### config.mk
export PLATFORM = sky130hd
export DESIGN_NAME = mem_ctrl
export DESIGN_NICKNAME = d
export VERILOG_FILES = /design/src/rtl/mem_ctrl.sv
export SDC_FILE = /design/constraint.sdc
export NUM_CORES = 2
export LEC_CHECK = 0
export BUFFER_PORTS_ARGS = -buffer_cell sky130_fd_sc_hd__buf_2
export CAP_MARGIN = 20
export CORE_UTILIZATION = 60
export DETAILED_ROUTE_END_ITERATION = 8
export GPL_TIMING_DRIVEN = 0
export PLACE_DENSITY = 0.76
export SYNTH_ARGS = -nofsm -noshare
export SYNTH_HDL_FRONTEND = slang
export SYNTH_SLANG_ARGS = --single-unit
### constraint.sdc
create_clock -name clk -period 7.52 [get_ports clk]
set_input_delay 0.376 -clock clk [delete_from_list [all_inputs] [get_ports clk]]
set_output_delay 0.376 -clock clk [all_outputs]
set_load 0.01 [all_outputs]
### src/rtl/mem_ctrl.sv
// mem_ctrl: 256 x 8 memory with a byte-stream loader and a CPU access port.
//
// Modes are taken from cpustate and registered on every clk edge:
//   00 idle, 01 load, 10 run, 11 treated as idle.
// Load mode streams ld_data into consecutive locations starting at 0.
// Run mode gives the CPU synchronous writes and zero-latency combinational reads.
//
// Ports:
//   clk, rst        clock, asynchronous active-low reset
//   cpustate[1:0]   mode select
//   addr[15:0]      CPU address (only 0x0000-0x00FF is in range)
//   din[7:0]        CPU write data
//   read, write     CPU strobes
//   ld_valid        loader byte strobe
//   ld_data[7:0]    loader byte
//   dout[7:0]       CPU read data (00 unless a valid run-mode read)
//   ld_addr[7:0]    next loader write address
//   ld_full         all 256 locations loaded
//   addr_err        sticky out-of-range CPU access flag
//   par_err         sticky parity mismatch flag
//
// Optional feature: define MEM_PARITY_EN to store an even-parity bit per
// location and check it on run-mode reads. Without it par_err is tied to 0.
// The array itself is never reset.

module mem_ctrl (
  input  logic        clk,
  input  logic        rst,
  input  logic [1:0]  cpustate,
  input  logic [15:0] addr,
  input  logic [7:0]  din,
  input  logic        read,
  input  logic        write,
  input  logic        ld_valid,
  input  logic [7:0]  ld_data,
  output logic [7:0]  dout,
  output logic [7:0]  ld_addr,
  output logic        ld_full,
  output logic        addr_err,
  output logic        par_err
);

`ifdef MEM_PARITY_EN
  localparam int unsigned MemW = 9;
`else
  localparam int unsigned MemW = 8;
`endif

  typedef enum logic [1:0] {StIdle, StLoad, StRun} state_e;

  state_e state_q, state_d;

  logic [MemW-1:0] mem [256];
  logic [MemW-1:0] rd_word;
  logic [MemW-1:0] wr_word;
  logic [7:0]      wr_idx;
  logic [7:0]      wr_byte;
  logic            in_range;
  logic            ld_we;
  logic            cpu_we;
  logic            cpu_rd;
  logic            cpu_oob;

  always_comb begin
    state_d = StIdle;
    case (cpustate)
      2'b01:   state_d = StLoad;
      2'b10:   state_d = StRun;
      default: state_d = StIdle;
    endcase
  end

  assign in_range = (addr[15:8] == 8'h00);
  assign ld_we    = (state_q == StLoad) && ld_valid && !ld_full;
  assign cpu_we   = (state_q == StRun) && write && in_range;
  assign cpu_rd   = (state_q == StRun) && read && in_range;
  assign cpu_oob  = (state_q == StRun) && (read || write) && !in_range;

  // Loader and CPU writes are mutually exclusive by mode.
  assign wr_idx  = ld_we ? ld_addr : addr[7:0];
  assign wr_byte = ld_we ? ld_data : din;

`ifdef MEM_PARITY_EN
  assign wr_word = {^wr_byte, wr_byte};
`else
  assign wr_word = wr_byte;
`endif

  always_ff @(posedge clk) begin
    if (ld_we || cpu_we) begin
      mem[wr_idx] <= wr_word;
    end
  end

  // Read data is the pre-write contents when read and write coincide.
  assign rd_word = mem[addr[7:0]];
  assign dout    = cpu_rd ? rd_word[7:0] : 8'h00;

  always_ff @(posedge clk or negedge rst) begin
    if (!rst) begin
      state_q  <= StIdle;
      ld_addr  <= 8'h00;
      ld_full  <= 1'b0;
      addr_err <= 1'b0;
    end else begin
      state_q <= state_d;
      if (state_d == StLoad && state_q != StLoad) begin
        ld_addr <= 8'h00;
        ld_full <= 1'b0;
      end else if (ld_we) begin
        ld_addr <= ld_addr + 8'd1;
        if (ld_addr == 8'hFF) begin
          ld_full <= 1'b1;
        end
      end
      if (cpu_oob) begin
        addr_err <= 1'b1;
      end
    end
  end

`ifdef MEM_PARITY_EN
  // Even parity: a good 9-bit word XORs to zero.
  always_ff @(posedge clk or negedge rst) begin
    if (!rst) begin
      par_err <= 1'b0;
    end else if (cpu_rd && (^rd_word)) begin
      par_err <= 1'b1;
    end
  end
`else
  assign par_err = 1'b0;
`endif

endmodule

==> impl_metrics.py <==
metrics = {
    "outcome": {
        "outcome": "finished, violations left",
        "violations_in_the_final_reports": "design-rule violations",
    },
    "global_route": {
        "antenna_found_initial": 30,
        "grt_overflow_total": 0,
        "groute.usage.overall_pct": 46.7,
        "first_global_vias": 45726,
        "grt_start_max_net_pins": 95,
        "grt_first_pass_wirelength_mm": 411,
    },
    "clocking": {
        "htreeDepth": 4,
        "worst_skew_pair.late_latency_ns": 0.89,
        "tritoncts": "built",
        "cts.path.max_buffers": 3,
        "ctsResizeCount": 0,
        "cts_buffers": 200,
        "sink_count": 2060,
        "clk_transition_reported_paths_ns": 0.06,
        "cts.root.buffer_cell": "sky130_fd_sc_hd__clkbuf_16",
    },
    "critical_path": {
        "reg2reg_from": "state_q[1]$_DFF_PN0_",
        "crit_path_max_incr_delay_ns": 0.80,
        "data_required_time_of_the_critical_path_ns": 7.14,
        "setup.worst_path.end_class": "output port",
        "critical_path_class": "input pin to output port",
        "critPathSlowestCell": "sky130_fd_sc_hd__buf_2",
        "startpoint_type": "input pin",
        "largest_driver_fanout_on_the_critical_path": 10,
        "critical_path.most_common_cell": "sky130_fd_sc_hd__buf_2",
        "rr_worst_depth": 6,
        "path_cells": "buf_2, buf_4, buf_4, buf_2, buf_2, buf_2, mux4_2, o22ai_1, nor4_1, nand4_1, o41ai_1, buf_2, buf_2",
        "regToRegEndpoint": "mem[97][7]$_DFFE_PP_",
        "r2r_setup_slack_ns": 2.56,
        "cp_data_arrival_time_ns": 5.68,
    },
    "die": {
        "start_util_pct": 60.7,
        "top_level_ports": 58,
        "placementRows": 134,
        "core_area_um2": 134000,
        "floorplan.die_area_um2": 137000,
        "die_width_um": 370,
        "floorplan.die.height_um": 370,
    },
    "yosys": {
        "netlist_area_um2": 81300,
        "synth_edf_count": 2048,
        "postSynth.asyncResetShare_pct": 0.583,
        "yosysWarnings": 0,
        "ys_seq_area_share_pct": 76.0,
        "mappedNetlistNets": 4126,
        "yosysTopAreaCellShare_pct": 75.6,
        "postSynth.topFlopCell": "sky130_fd_sc_hd__edfxtp_1",
        "synthesis.instances": 4086,
        "synth_area_per_cell_um2": 19.9,
        "postSynthRegisterBits": 2060,
        "yosysUniqueCellTypes": 78,
        "synth_largest_area_cell": "sky130_fd_sc_hd__edfxtp_1",
        "synthTopCellsByArea": "sky130_fd_sc_hd__edfxtp_1 76%, sky130_fd_sc_hd__mux4_2 10%, sky130_fd_sc_hd__mux2i_1 3.0%, sky130_fd_sc_hd__nor2_1 1.6%, sky130_fd_sc_hd__mux4_1 0.84%",
    },
    "min_path": {
        "hold_path.class": "input pin to register",
        "timing.hold.worst_path_depth": 3,
        "whs_endpoint": "mem[158][7]$_DFFE_PP_",
        "holdCritStartpoint": "ld_data[7]",
    },
    "detailed_routing": {
        "postRouteWirelength_mm": 316,
        "initialDrtViolationCount": 10896,
        "viasPerCell": 7.77,
        "avgRoutedWirePerCell_um": 49.5,
        "drt_pre_antenna_iters": 9,
        "routed-via-count": 49559,
        "postRouteAntennaNets": 0,
        "route.detailed.drc": 15,
    },
    "final_layout": {
        "stdcell_count": 6382,
        "fin_util_pct": 68.4,
        "layout-drive-gt1-share_pct": 21.4,
        "mostFrequentLayoutCell": "sky130_fd_sc_hd__edfxtp_1",
        "area_growth_syn_to_layout_pct": 12.7,
        "fin_nets": 4457,
        "mostFrequentLayoutCells": "2,048 x sky130_fd_sc_hd__edfxtp_1, 368 x sky130_fd_sc_hd__mux4_2, 341 x sky130_fd_sc_hd__nor2_1",
    },
    "timing": {
        "hold_viol_final": 0,
        "final_worst_hold_slack_ns": 0.137,
        "final.period_utilization_pct": 80.6,
        "layout_min_cycle_time_ns": 6.06,
        "clock-skew-final_ns": 0.0376,
        "slew_limit_fails": 0,
        "maximum_clock_frequency_ghz": 0.165,
        "finalWorstSetupSlack_ns": 1.46,
        "worst-slew-pin-transition_ns": 1.41,
        "setup_tns_ns": 0,
        "final-setup-viol-count": 0,
        "rsz0062_at_grt": "no",
        "max-slew-margin-rel_pct": 6.10,
    },
    "place": {
        "number_of_port_buffers": 54,
        "finalWeightedCongestion": 1.09,
        "placed_cells": 5970,
        "pre_cts_slack_ns": 1.34,
        "hpwl_mm": 209,
    },
    "flow_run": {
        "drv.max_cap_violation_count": 0,
    },
    "power": {
        "max-vdd-ir-drop_mv": 0.288,
        "p_leak_uw": 0.0292,
        "power_per_cell_area_nw_per_um2": 267,
    },
}
## stage by stage
step | power [uW] | area (um^2)
2_1_floorplan | 13800 | 81300
3_3_place_gp | 14600 | 83800
3_5_place_dp | 14600 | 85100
4_1_cts | 24200 | 91600
5_1_grt | 24700 | 91600
6_report | 24500 | 91700
## Yosys cell counts (5+ instances only)
cell / count
sky130_fd_sc_hd__a21oi_1: 55
sky130_fd_sc_hd__a22o_1: 10
sky130_fd_sc_hd__clkbuf_1: 89
sky130_fd_sc_hd__buf_4: 17
sky130_fd_sc_hd__nand4_1: 13
sky130_fd_sc_hd__nor4_1: 26
sky130_fd_sc_hd__dfrtp_1: 12
sky130_fd_sc_hd__a31oi_1: 13
sky130_fd_sc_hd__buf_6: 42
sky130_fd_sc_hd__buf_2: 39
sky130_fd_sc_hd__nand3_1: 41
sky130_fd_sc_hd__clkbuf_8: 9
sky130_fd_sc_hd__o21ai_0: 40
sky130_fd_sc_hd__buf_12: 8
sky130_fd_sc_hd__mux4_2: 368
sky130_fd_sc_hd__mux2_2: 15
sky130_fd_sc_hd__buf_1: 15
sky130_fd_sc_hd__o32ai_1: 9
sky130_fd_sc_hd__nand3b_1: 11
sky130_fd_sc_hd__o31ai_1: 8
sky130_fd_sc_hd__xor2_1: 5
sky130_fd_sc_hd__a211oi_1: 30
sky130_fd_sc_hd__mux2i_1: 246
sky130_fd_sc_hd__edfxtp_1: 2048
sky130_fd_sc_hd__mux4_1: 26
sky130_fd_sc_hd__a221oi_1: 14
sky130_fd_sc_hd__o221ai_1: 59
sky130_fd_sc_hd__and2_1: 12
sky130_fd_sc_hd__buf_8: 21
sky130_fd_sc_hd__nor3_1: 63
sky130_fd_sc_hd__nand2_1: 149
sky130_fd_sc_hd__nand2b_1: 9
sky130_fd_sc_hd__nor3b_1: 5
sky130_fd_sc_hd__nor2_1: 342
sky130_fd_sc_hd__a211o_1: 5
sky130_fd_sc_hd__or3_1: 8
sky130_fd_sc_hd__a2111oi_0: 8
sky130_fd_sc_hd__o311ai_0: 5
sky130_fd_sc_hd__o21ai_1: 5
sky130_fd_sc_hd__o22ai_1: 88
sky130_fd_sc_hd__a22oi_1: 32
sky130_fd_sc_hd__clkbuf_4: 6
## logic make-up (layout without fill, tap and decap cells)
| group | Yosys count | in the layout | synth area share [%] |
|---|---|---|---|
| flip-flops | 2060 | 2060 | 76.0 |
| AO/OA/AOI/OAI | 406 | 406 | 3.54 |
| buffers and inverters | 250 | 753 | 2.28 |
| other | 1 | 26 | 0.00461 |
| XOR/XNOR | 6 | 6 | 0.0646 |
| AND/OR/NAND/NOR | 707 | 707 | 3.85 |
| adder cells (fa/ha/maj) | 1 | 1 | 0.0154 |
| multiplexers | 655 | 655 | 14.3 |
## critical path, delay by kind of cell
family / cells / cell delay, ns
AND/OR/NAND/NOR: 2 / 1.10
AO/OA/AOI/OAI: 2 / 0.40
multiplexers: 1 / 0.37
buffers and inverters: 8 / 3.36
## final cells by class
type	count	area, um^2
Clock buffer	239	5260
Multi-Input combinational cell	1776	17800
Clock inverter	135	1150
Buffer	247	1870
Antenna cell	25	62.6
Timing Repair Buffer	129	1530
Tap cell	1768	2210
Inverter	3	11.3
Sequential cell	2060	61800
Fill cell	8263	42300
## worst max path at each step
stage,start,endpoint,slack (ns),cells after the start
2_1_floorplan,state_q[1]$_DFF_PN0_,mem[0][0]$_DFFE_PP_,2.05,5
3_3_place_gp,state_q[1]$_DFF_PN0_,mem[72][7]$_DFFE_PP_,-2.31,5
3_5_place_dp,addr[1],mem[191][4]$_DFFE_PP_,1.34,11
4_1_cts,addr[2],dout[4],1.81,11
5_1_grt,addr[1],dout[0],1.77,13
6_report,addr[1],dout[0],1.46,13
## sequential cells by signal, indices dropped and copies added, names as in the netlist
name,count
ld_full,1
addr_err,1
mem,2048
state_q,2
ld_addr,8
## per-layer routing
metal | GRT usage [%] | part of all wire, % | up-vias
li1 | - | - | 17603
met1 | 57.3 | 31 | 24968
met4 | 37.6 | 10 | 20
met5 | 0.385 | 0.063 | -
met2 | 61.6 | 40 | 5588
met3 | 24.3 | 19 | 1380
## repair_timing
| item | CTS | global route |
|---|---|---|
| buffers inserted | 0 | 0 |
| endpoints found under the setup margin | 0 | 0 |
| hold buffers | 8 | 0 |
| endpoints found under the hold margin | 15 | 0 |
## power by group
group | switching, uW | internal (uW)
registers | 5.52 | 12700
clock network | 4490 | 5510
logic | 1300 | 452
total | 5800 | 18700
(Power assumes the default switching activity.)
